## config.mk

```make
export PLATFORM = sky130hd
export DESIGN_NAME = freq_calc_multi_flat
export DESIGN_NICKNAME = d
export VERILOG_FILES = /design/src/rtl/freq_calc_multi_if.sv /design/src/rtl/freq_calc_multi.sv /design/src/flat_wrapper.sv
export SDC_FILE = /design/constraint.sdc
export NUM_CORES = 1
export LEC_CHECK = 0
export CORE_MARGIN = 10
export CORE_UTILIZATION = 45
export DETAILED_ROUTE_END_ITERATION = 6
export GPL_TIMING_DRIVEN = 0
export PLACE_DENSITY_LB_ADDON = 0.15
export SLEW_MARGIN = 25
export SYNTH_ARGS = -nofsm -noshare
export SYNTH_HDL_FRONTEND = slang
export SYNTH_SLANG_ARGS = --single-unit
```

## constraint.sdc

```tcl
create_clock -name clk_10k -period 7.04 [get_ports clk_10k]
set_input_delay 1.408 -clock clk_10k [delete_from_list [all_inputs] [get_ports clk_10k]]
set_output_delay 1.408 -clock clk_10k [all_outputs]
set_load 0.01 [all_outputs]
```

## src/rtl/freq_calc_multi_if.sv

```systemverilog
// Handshake and result bus for the multi-channel theoretical-frequency calculator.
// master: requester side (drives start/key_in); slave: calculator side.
interface freq_calc_multi_if #(
    parameter int unsigned KEY_W  = 8,
    parameter int unsigned OUT_W  = 14,
    parameter int unsigned NUM_CH = 4
);
    logic                      start;
    logic [NUM_CH*KEY_W-1:0]   key_in;
    logic                      busy;
    logic                      done;
    logic [NUM_CH*OUT_W-1:0]   li_lun_zhi;
    logic [NUM_CH-1:0]         sat;

    modport master (
        output start, key_in,
        input  busy, done, li_lun_zhi, sat
    );

    modport slave (
        input  start, key_in,
        output busy, done, li_lun_zhi, sat
    );
endinterface

```

## src/rtl/freq_calc_multi.sv

```systemverilog
// Multi-channel theoretical-frequency calculator: f_out = (F_REF * key) >> KEY_W per channel,
// computed with one time-shared shift-add multiplier, saturating to OUT_W bits.
// Optional build macro FREQ_CALC_ROUND_EN selects round-half-up instead of truncation.
module freq_calc_multi #(
    parameter int unsigned KEY_W  = 8,
    parameter int unsigned F_REF  = 10000,
    parameter int unsigned OUT_W  = 14,
    parameter int unsigned NUM_CH = 4
) (
    input  logic                 clk_10k,
    input  logic                 rst,
    freq_calc_multi_if.slave     bus
);
    localparam int unsigned AccW = $clog2(F_REF + 1) + KEY_W;
    // One spare bit so the rounding offset can never wrap the sum.
    localparam int unsigned SumW = AccW + 1;
    localparam int unsigned QW   = SumW - KEY_W;
    localparam int unsigned CntW = $clog2(KEY_W + 1);
    localparam int unsigned ChW  = (NUM_CH > 1) ? $clog2(NUM_CH) : 1;

`ifdef FREQ_CALC_ROUND_EN
    localparam logic [SumW-1:0] RoundC = SumW'(1) << (KEY_W - 1);
`else
    localparam logic [SumW-1:0] RoundC = '0;
`endif

    typedef enum logic [1:0] {StIdle, StLoad, StMul, StStore} state_e;

    state_e                     state_q;
    logic [NUM_CH*KEY_W-1:0]    snap_q;
    logic [ChW-1:0]             ch_q;
    logic [KEY_W-1:0]           mplier_q;
    logic [CntW-1:0]            cnt_q;
    logic [AccW-1:0]            acc_q;
    logic [NUM_CH*OUT_W-1:0]    res_q;
    logic [NUM_CH-1:0]          sat_q;
    logic                       busy_q;
    logic                       done_q;

    logic [AccW-1:0]            addend;
    logic [SumW-1:0]            sum_ext;
    logic [QW-1:0]              q;
    logic [QW+OUT_W-1:0]        q_ext;
    logic                       over;
    logic [OUT_W-1:0]           res_val;

    // Partial product for the current bit and the clipped quotient written in STORE.
    always_comb begin
        addend  = AccW'(F_REF) << cnt_q;
        sum_ext = {1'b0, acc_q} + RoundC;
        q       = QW'(sum_ext >> KEY_W);
        q_ext   = {{OUT_W{1'b0}}, q};
        over    = (q_ext >> OUT_W) != '0;
        res_val = over ? {OUT_W{1'b1}} : q_ext[OUT_W-1:0];
    end

    // Sweep FSM: snapshot keys, then LOAD/MUL/STORE each channel in turn.
    always_ff @(posedge clk_10k or posedge rst) begin
        if (rst) begin
            state_q  <= StIdle;
            snap_q   <= '0;
            ch_q     <= '0;
            mplier_q <= '0;
            cnt_q    <= '0;
            acc_q    <= '0;
            res_q    <= '0;
            sat_q    <= '0;
            busy_q   <= 1'b0;
            done_q   <= 1'b0;
        end else begin
            done_q <= 1'b0;
            case (state_q)
                StIdle: begin
                    if (bus.start) begin
                        snap_q  <= bus.key_in;
                        ch_q    <= '0;
                        busy_q  <= 1'b1;
                        state_q <= StLoad;
                    end
                end
                StLoad: begin
                    acc_q    <= '0;
                    mplier_q <= snap_q[ch_q*KEY_W +: KEY_W];
                    cnt_q    <= '0;
                    state_q  <= StMul;
                end
                StMul: begin
                    if (mplier_q[0]) begin
                        acc_q <= acc_q + addend;
                    end
                    mplier_q <= mplier_q >> 1;
                    cnt_q    <= cnt_q + CntW'(1);
                    if (cnt_q == CntW'(KEY_W - 1)) begin
                        state_q <= StStore;
                    end
                end
                StStore: begin
                    res_q[ch_q*OUT_W +: OUT_W] <= res_val;
                    sat_q[ch_q]                <= over;
                    if (ch_q == ChW'(NUM_CH - 1)) begin
                        state_q <= StIdle;
                        busy_q  <= 1'b0;
                        done_q  <= 1'b1;
                    end else begin
                        ch_q    <= ch_q + ChW'(1);
                        state_q <= StLoad;
                    end
                end
                default: state_q <= StIdle;
            endcase
        end
    end

    assign bus.busy       = busy_q;
    assign bus.done       = done_q;
    assign bus.li_lun_zhi = res_q;
    assign bus.sat        = sat_q;
endmodule

```

## src/flat_wrapper.sv

```systemverilog
// flat-port wrapper written by rule: the top's interface ports become plain ports
module freq_calc_multi_flat 
#(
    parameter int unsigned KEY_W  = 8,
    parameter int unsigned F_REF  = 10000,
    parameter int unsigned OUT_W  = 14,
    parameter int unsigned NUM_CH = 4
)
  (clk_10k, rst, bus_start, bus_key_in, bus_busy, bus_done, bus_li_lun_zhi, bus_sat);
  freq_calc_multi_if #(.KEY_W(KEY_W), .OUT_W(OUT_W), .NUM_CH(NUM_CH)) bus_i ();
  input  logic clk_10k;
  input  logic rst;
  input wire logic [$bits(bus_i.start)-1:0] bus_start;
  input wire logic [$bits(bus_i.key_in)-1:0] bus_key_in;
  output wire logic [$bits(bus_i.busy)-1:0] bus_busy;
  output wire logic [$bits(bus_i.done)-1:0] bus_done;
  output wire logic [$bits(bus_i.li_lun_zhi)-1:0] bus_li_lun_zhi;
  output wire logic [$bits(bus_i.sat)-1:0] bus_sat;
  assign bus_i.start = bus_start;
  assign bus_i.key_in = bus_key_in;
  assign bus_busy = bus_i.busy;
  assign bus_done = bus_i.done;
  assign bus_li_lun_zhi = bus_i.li_lun_zhi;
  assign bus_sat = bus_i.sat;
  freq_calc_multi #(.KEY_W(KEY_W), .F_REF(F_REF), .OUT_W(OUT_W), .NUM_CH(NUM_CH)) u_core (.clk_10k(clk_10k), .rst(rst), .bus(bus_i));
endmodule
```

==> flow_summary.yaml, run 1 <==
status:
  status: "finished, final reports clean"
floorplan:
  die_w_microns: 144.9
  io_pins: 97
  rows: 45
  design.core.area_sq_um: 15260
  initial_core_util: 0.4598
  die_y_microns: 144.9
  die_area_sq_um: 20980
global_routing:
  grt_pass1_vias: 5891
  globalRouteTotalUtil: 0.1891
  antenna_found_initial: 0
  grt_start_max_net_pins: 67
  overflow: 0
  grt_pass1_wl_mm: 31.19
power_and_ir_drop:
  power_density_nw_per_um2: 397.4
  p_leak_nw: 3.743
  vdd_drop_max_mv: 0.2113
  seqPwrFrac: 0.314
  p_clk_frac: 0.251
  p_int_mw: 2.146
  swShare: 0.3913
  p_switching_mw: 1.380
  combPwrFrac: 0.435
worst_hold_path:
  hp-class: "reg2reg"
  holdPathStages: 2
  min_from: "u_core.bus.li_lun_zhi[40]"
  min_to: "u_core.bus.li_lun_zhi[40]"
synth:
  syn_area_sq_um: 7015
  synth-async-reset-ratio: 1.000
  synth-edff-count: 0
  yosysWarnings: 0
  ys_types: 61
  syn_area_per_cell_sq_um: 10.18
  ys_seq_area_frac: 0.4566
  synth-main-ff-cell: "dfrtp_1"
  synth_fp_nets: 762
  ys_ff_latch: 128
  syn_inst: 689
worst_setup_path:
  rr_worst_depth: 12
  r2r-end: "u_core.acc_q[17]"
  arrival_ns: 3.65
  worstPathMaxFanout: 8
  startpoint: "u_core.cnt_q[1]"
  critPathCaptureType: "flip-flop"
  crit_required_ns: 7.40
  r2r_slack_ns: 3.74
  reg2reg_from: "u_core.cnt_q[1]"
  critPathKind: "reg2reg"
  start_kind: "flip-flop"
cts:
  root_buffer: "clkbuf_16"
  h-tree-depth: 4
  cts_sinks: 128
  insertion_delay_ns: 0.42
  clk_pin_slew_ns: 0.06
  cts-resized-gates: 0
  ctsHoldBuffers: 0
  cts_tree: "done"
  clockBufferDepth: 2
  cts_setup_buffers: 0
  numCtsBuffers: 17
sta:
  fin_ws_ns: 3.741
  finalCriticalPeriod_ns: 3.299
  maxSlewViolCount: 0
  setup_tns_ns: 0
  fmax_mhz: 303.1
  hold_violations: 0
  fin_crit_sh: 0.4687
  rsz0062_at_grt: "false"
  tightest_slew_ns: 0.6822
  setup_viol: 0
  relSlewSlack: 0.5414
  skew_ns: 0.007045
final_layout:
  fin_util: 0.5815
  antenna_cells: 0
  nNetsFinal: 878
  layout_commonest_cell: "dfrtp_1"
  area_growth_pct: 26.47
  drive_gt1_frac: 0.1175
  final_cell_mix: "dfrtp_1 (128), nand2_1 (100), clkdlybuf4s50_1 (96)"
  layout.cells.non_filler: 1028
detailed_routing:
  drc_errors: 0
  drt_iter0_drc: 453
  dr.pass1.iters: 5
  wire_per_inst_microns: 19.02
  antenna_left: 0
  routed_wl_mm: 19.55
  routed_via_density: 5.716
  vias: 5876
run:
  drv_cap: 0
placement:
  dp_hpwl_mm: 14.46
  post-place-cells: 997
  port_buffers: 96
  preCtsSetupSlack_ns: 3.824
  gp_congestion: 0.9170
[cell usage after synthesis, types with 12 or more instances]
cell type	instances	share of area
a21oi_1	30	0.021
a22o_1	24	0.030
a31oi_1	12	0.011
clkbuf_1	26	0.014
dfrtp_1	128	0.46
ha_1	37	0.066
inv_1	18	0.0096
mux2_2	32	0.051
mux2i_1	12	0.017
mux4_2	13	0.042
nand2_1	100	0.054
nand3_1	18	0.013
nor2_1	32	0.017
o21ai_0	62	0.044
[power by group through the flow]
stage / combinational, mW / clock, mW / sequential (mW)
after CTS: 1.53 / 0.899 / 1.11
after global routing: 1.70 / 0.930 / 1.13
after detailed placement: 1.53 / 0 / 1.12
final: 1.53 / 0.884 / 1.11
after global placement: 1.50 / 0 / 1.10
after floorplan: 1.10 / 0 / 1.07
[area by class of cell]
class | instances | area, sq um
plain buffers | 38 | 158.9
clock buffers | 20 | 466.7
clock inverters | 11 | 130.1
fillers | 1337 | 6386
inverters | 20 | 82.58
multi-input cells | 503 | 3578
flip-flops and latches | 128 | 3203
well taps | 211 | 264.0
repair buffers | 97 | 988.4
[logic make-up after synthesis]
family | Yosys count | synth area share
mux | 57 | 0.1102
compound gates | 190 | 0.1801
xor+xnor | 8 | 0.009988
fa+ha+maj | 38 | 0.06884
flops | 128 | 0.4566
buf+inv | 58 | 0.03335
simple gates | 210 | 0.1409
[worst max-delay path by stage]
stage / end / cells past startpoint
6_report: u_core.acc_q[17] / 12
5_1_grt: u_core.acc_q[21] / 11
4_1_cts: u_core.acc_q[17] / 12
3_5_place_dp: u_core.snap_q[25] / 4
3_3_place_gp: u_core.snap_q[19] / 2
2_1_floorplan: u_core.acc_q[10] / 1
[routing by layer]
| layer | GRT usage | wire length [microns] | vias to the layer above |
|---|---|---|---|
| met5 | 0 | 0 | - |
| met1 | 0.2336 | 8368 | 2892 |
| met3 | 0.03977 | 1150 | 42 |
| met4 | 0.08564 | 565 | 0 |
| met2 | 0.3114 | 9467 | 195 |
| li1 | - | - | 2747 |
[state kept, by name, indices dropped and copies added, names as in the netlist]
signal,flops
u_core.snap_q,32
u_core.bus.sat,4
u_core.ch_q,2
u_core.bus.busy,1
u_core.bus.done,1
u_core.bus.li_lun_zhi,56
u_core.cnt_q,4
u_core.state_q,2
u_core.mplier_q,8
u_core.acc_q,18
[critical path: stages, from the launching register on]
cell and delay (ns):
dfrtp_1 0.37, clkbuf_1 0.28, inv_1 0.16, ha_1 0.33
inv_1 0.06, mux2i_1 0.18, o22ai_1 0.12, ha_1 0.44
nand4_1 0.21, o22ai_1 0.36, nor3b_2 0.14, or4_1 0.49
nand4_1 0.10
[metrics by stage]
step | cell area (sq um) | power, mW | hold slack, ns
2_1_floorplan | 7015 | 2.171 | 0.4563
3_3_place_gp | 8240 | 2.597 | 0.4615
3_5_place_dp | 8275 | 2.646 | 0.4694
4_1_cts | 8872 | 3.539 | 0.4818
5_1_grt | 8872 | 3.765 | 0.5094
6_report | 8872 | 3.525 | 0.4770
Note: power is estimated with default switching activity, not from simulation.
==> inputs of run 2 (changes only) <==
clock period = 3.4 ns   (was 7.04 ns; I/O delays follow)
==> run 2 against run 1 <==
Register-to-register slack lost 3.5 ns. Cell count is 0.39% higher. Sequential cell count unchanged. Non-clock buffer count grew 3. Clock power up 130%.
==> flow_summary.yaml, run 2 (synthesis gave the netlist of run 1 again) <==
floorplan:
  die_w_microns: 144.9
  rows: 45
  die_y_microns: 144.9
  design.core.area_sq_um: 15260
  die_area_sq_um: 20980
  io_pins: 97
  initial_core_util: 0.4598
cts:
  numCtsBuffers: 17
  cts_setup_buffers: 0
  root_buffer: "clkbuf_16"
  clockBufferDepth: 2
  h-tree-depth: 4
  cts_tree: "done"
  insertion_delay_ns: 0.42
  clk_pin_slew_ns: 0.06
  cts_sinks: 128
final_layout:
  antenna_cells: 0
  final_cell_mix: "dfrtp_1 (128), nand2_1 (100), clkdlybuf4s50_1 (96)"
  layout_commonest_cell: "dfrtp_1"
  largest_reg_flops: 56
  area_growth_pct: 28.27
  drive_gt1_frac: 0.1242
  nNetsFinal: 881
detailed_routing:
  vias: 5807
  routed_via_density: 5.627
  wire_per_inst_microns: 18.73
  drc_errors: 0
  routed_wl_mm: 19.33
  dr.pass1.iters: 5
  drt_iter0_drc: 364
  antenna_left: 0
power_and_ir_drop:
  vdd_drop_max_mv: 0.4132
  power_density_nw_per_um2: 831.7
  combPwrFrac: 0.423
  power_mw: 7.484
  p_switching_mw: 2.844
  p_clk_frac: 0.271
  seqPwrFrac: 0.306
  swShare: 0.3800
  p_int_mw: 4.640
  p_leak_nw: 3.795
run:
  drv_cap: 0
global_routing:
  use_met3: 0.04889
  overflow: 0
  grt_use_met1: 0.2290
  antenna_found_initial: 0
  grt_use_met2: 0.3275
  grt_pass1_wl_mm: 32.00
  top_usage_layer: "met2"
  grt_pass1_vias: 6041
  grt_start_max_net_pins: 34
  globalRouteTotalUtil: 0.1923
status:
  status: "finished, final reports clean"
sta:
  setup_tns_ns: 0
  hold_violations: 0
  tightest_slew_ns: 0.7232
  finalCriticalPeriod_ns: 3.203
  rsz0062_at_grt: "false"
  fin_crit_sh: 0.9420
  fmax_mhz: 312.2
  setup_viol: 0
  relSlewSlack: 0.5138
  skew_ns: 0.01025
  maxSlewViolCount: 0
worst_setup_path:
  start_kind: "flip-flop"
  arrival_ns: 3.55
  critPathKind: "reg2reg"
  crit_required_ns: 3.75
  worstPathMaxFanout: 8
  critPathCaptureType: "flip-flop"
placement:
  dp_hpwl_mm: 14.63
  gp_congestion: 0.8338
  port_buffers: 96
worst_hold_path:
  hp-class: "reg2reg"
[run 2: changes by cell type in the layout (fill, tap and decap cells not counted), moves of 2 or more]
cell       previous run  this run
bufinv_16             2         5
buf_12                0         3
clkbuf_8              3         1
clkbuf_2              1         3
inv_6                 3         1
[run 2: worst paths after layout]
| check | start | end | slack, ns | cells past startpoint |
|---|---|---|---|---|
| max in group asynchronous | rst | u_core.snap_q[4] | 1.86 | 5 |
| worst max register to register | u_core.cnt_q[1] | u_core.acc_q[18] | 0.20 | 12 |
| worst min register to register | u_core.bus.li_lun_zhi[39] | u_core.bus.li_lun_zhi[39] | 0.47 | 2 |
| min in group asynchronous | rst | u_core.bus.li_lun_zhi[7] | 0.62 | 2 |
| worst min-delay path | u_core.bus.li_lun_zhi[39] | u_core.bus.li_lun_zhi[39] | 0.47 | 2 |
| worst max-delay path | u_core.cnt_q[1] | u_core.acc_q[18] | 0.20 | 12 |
[run 2: area by class of cell]
type / instances / area, sq um
Clock buffer: 20 / 446.7
Sequential cell: 128 / 3203
Tap cell: 211 / 264.0
Fill cell: 1300 / 6260
Clock inverter: 12 / 206.4
Multi-Input combinational cell: 503 / 3590
Inverter: 20 / 78.83
Buffer: 38 / 161.4
Timing Repair Buffer: 100 / 1049
[run 2: what timing repair did]
item | in CTS | in global routing
endpoints found under the setup margin | 0 | 9
gates resized for setup | 0 | 6
hold buffers | 0 | 0
[run 2: critical path, cell delays in order, from the launching register on]
cell and delay (ns):
dfrtp_1 0.38, clkbuf_2 0.20, inv_1 0.12, ha_1 0.34
inv_1 0.07, mux2i_1 0.18, o22ai_1 0.17, ha_1 0.45
nand2_1 0.07, o21ai_0 0.39, o41ai_4 0.18, or4_1 0.48
nand3_1 0.09
[run 2: per-stage QoR]
step,cells,cell area [sq um],utilization,worst slack [ns],hold WS [ns]
final,1032,8999,0.5898,0.1973,0.4737
after global placement,996,8244,0.5403,-0.04028,0.4602
after floorplan,689,7019,-,0.6062,0.4563
after CTS,1032,8985,0.5888,0.05188,0.4835
after detailed placement,1000,8332,0.5460,0.1186,0.4715
after global routing,1032,8999,0.5898,0.009634,0.5088
[run 2: routing by layer]
| layer | up-vias | wire length [microns] |
|---|---|---|
| met4 | 0 | 431 |
| met5 | - | 0 |
| met3 | 35 | 1083 |
| met1 | 2849 | 8085 |
| met2 | 173 | 9730 |
| li1 | 2750 | - |
[run 2: power by group through the flow]
stage	Sequential (mW)	Combinational (mW)	Clock, mW
finish	2.29	3.17	2.03
global route	2.34	3.52	2.13
CTS	2.29	3.18	2.06
detailed placement	2.31	3.16	0
global placement	2.28	3.09	0
floorplan	2.21	2.28	0
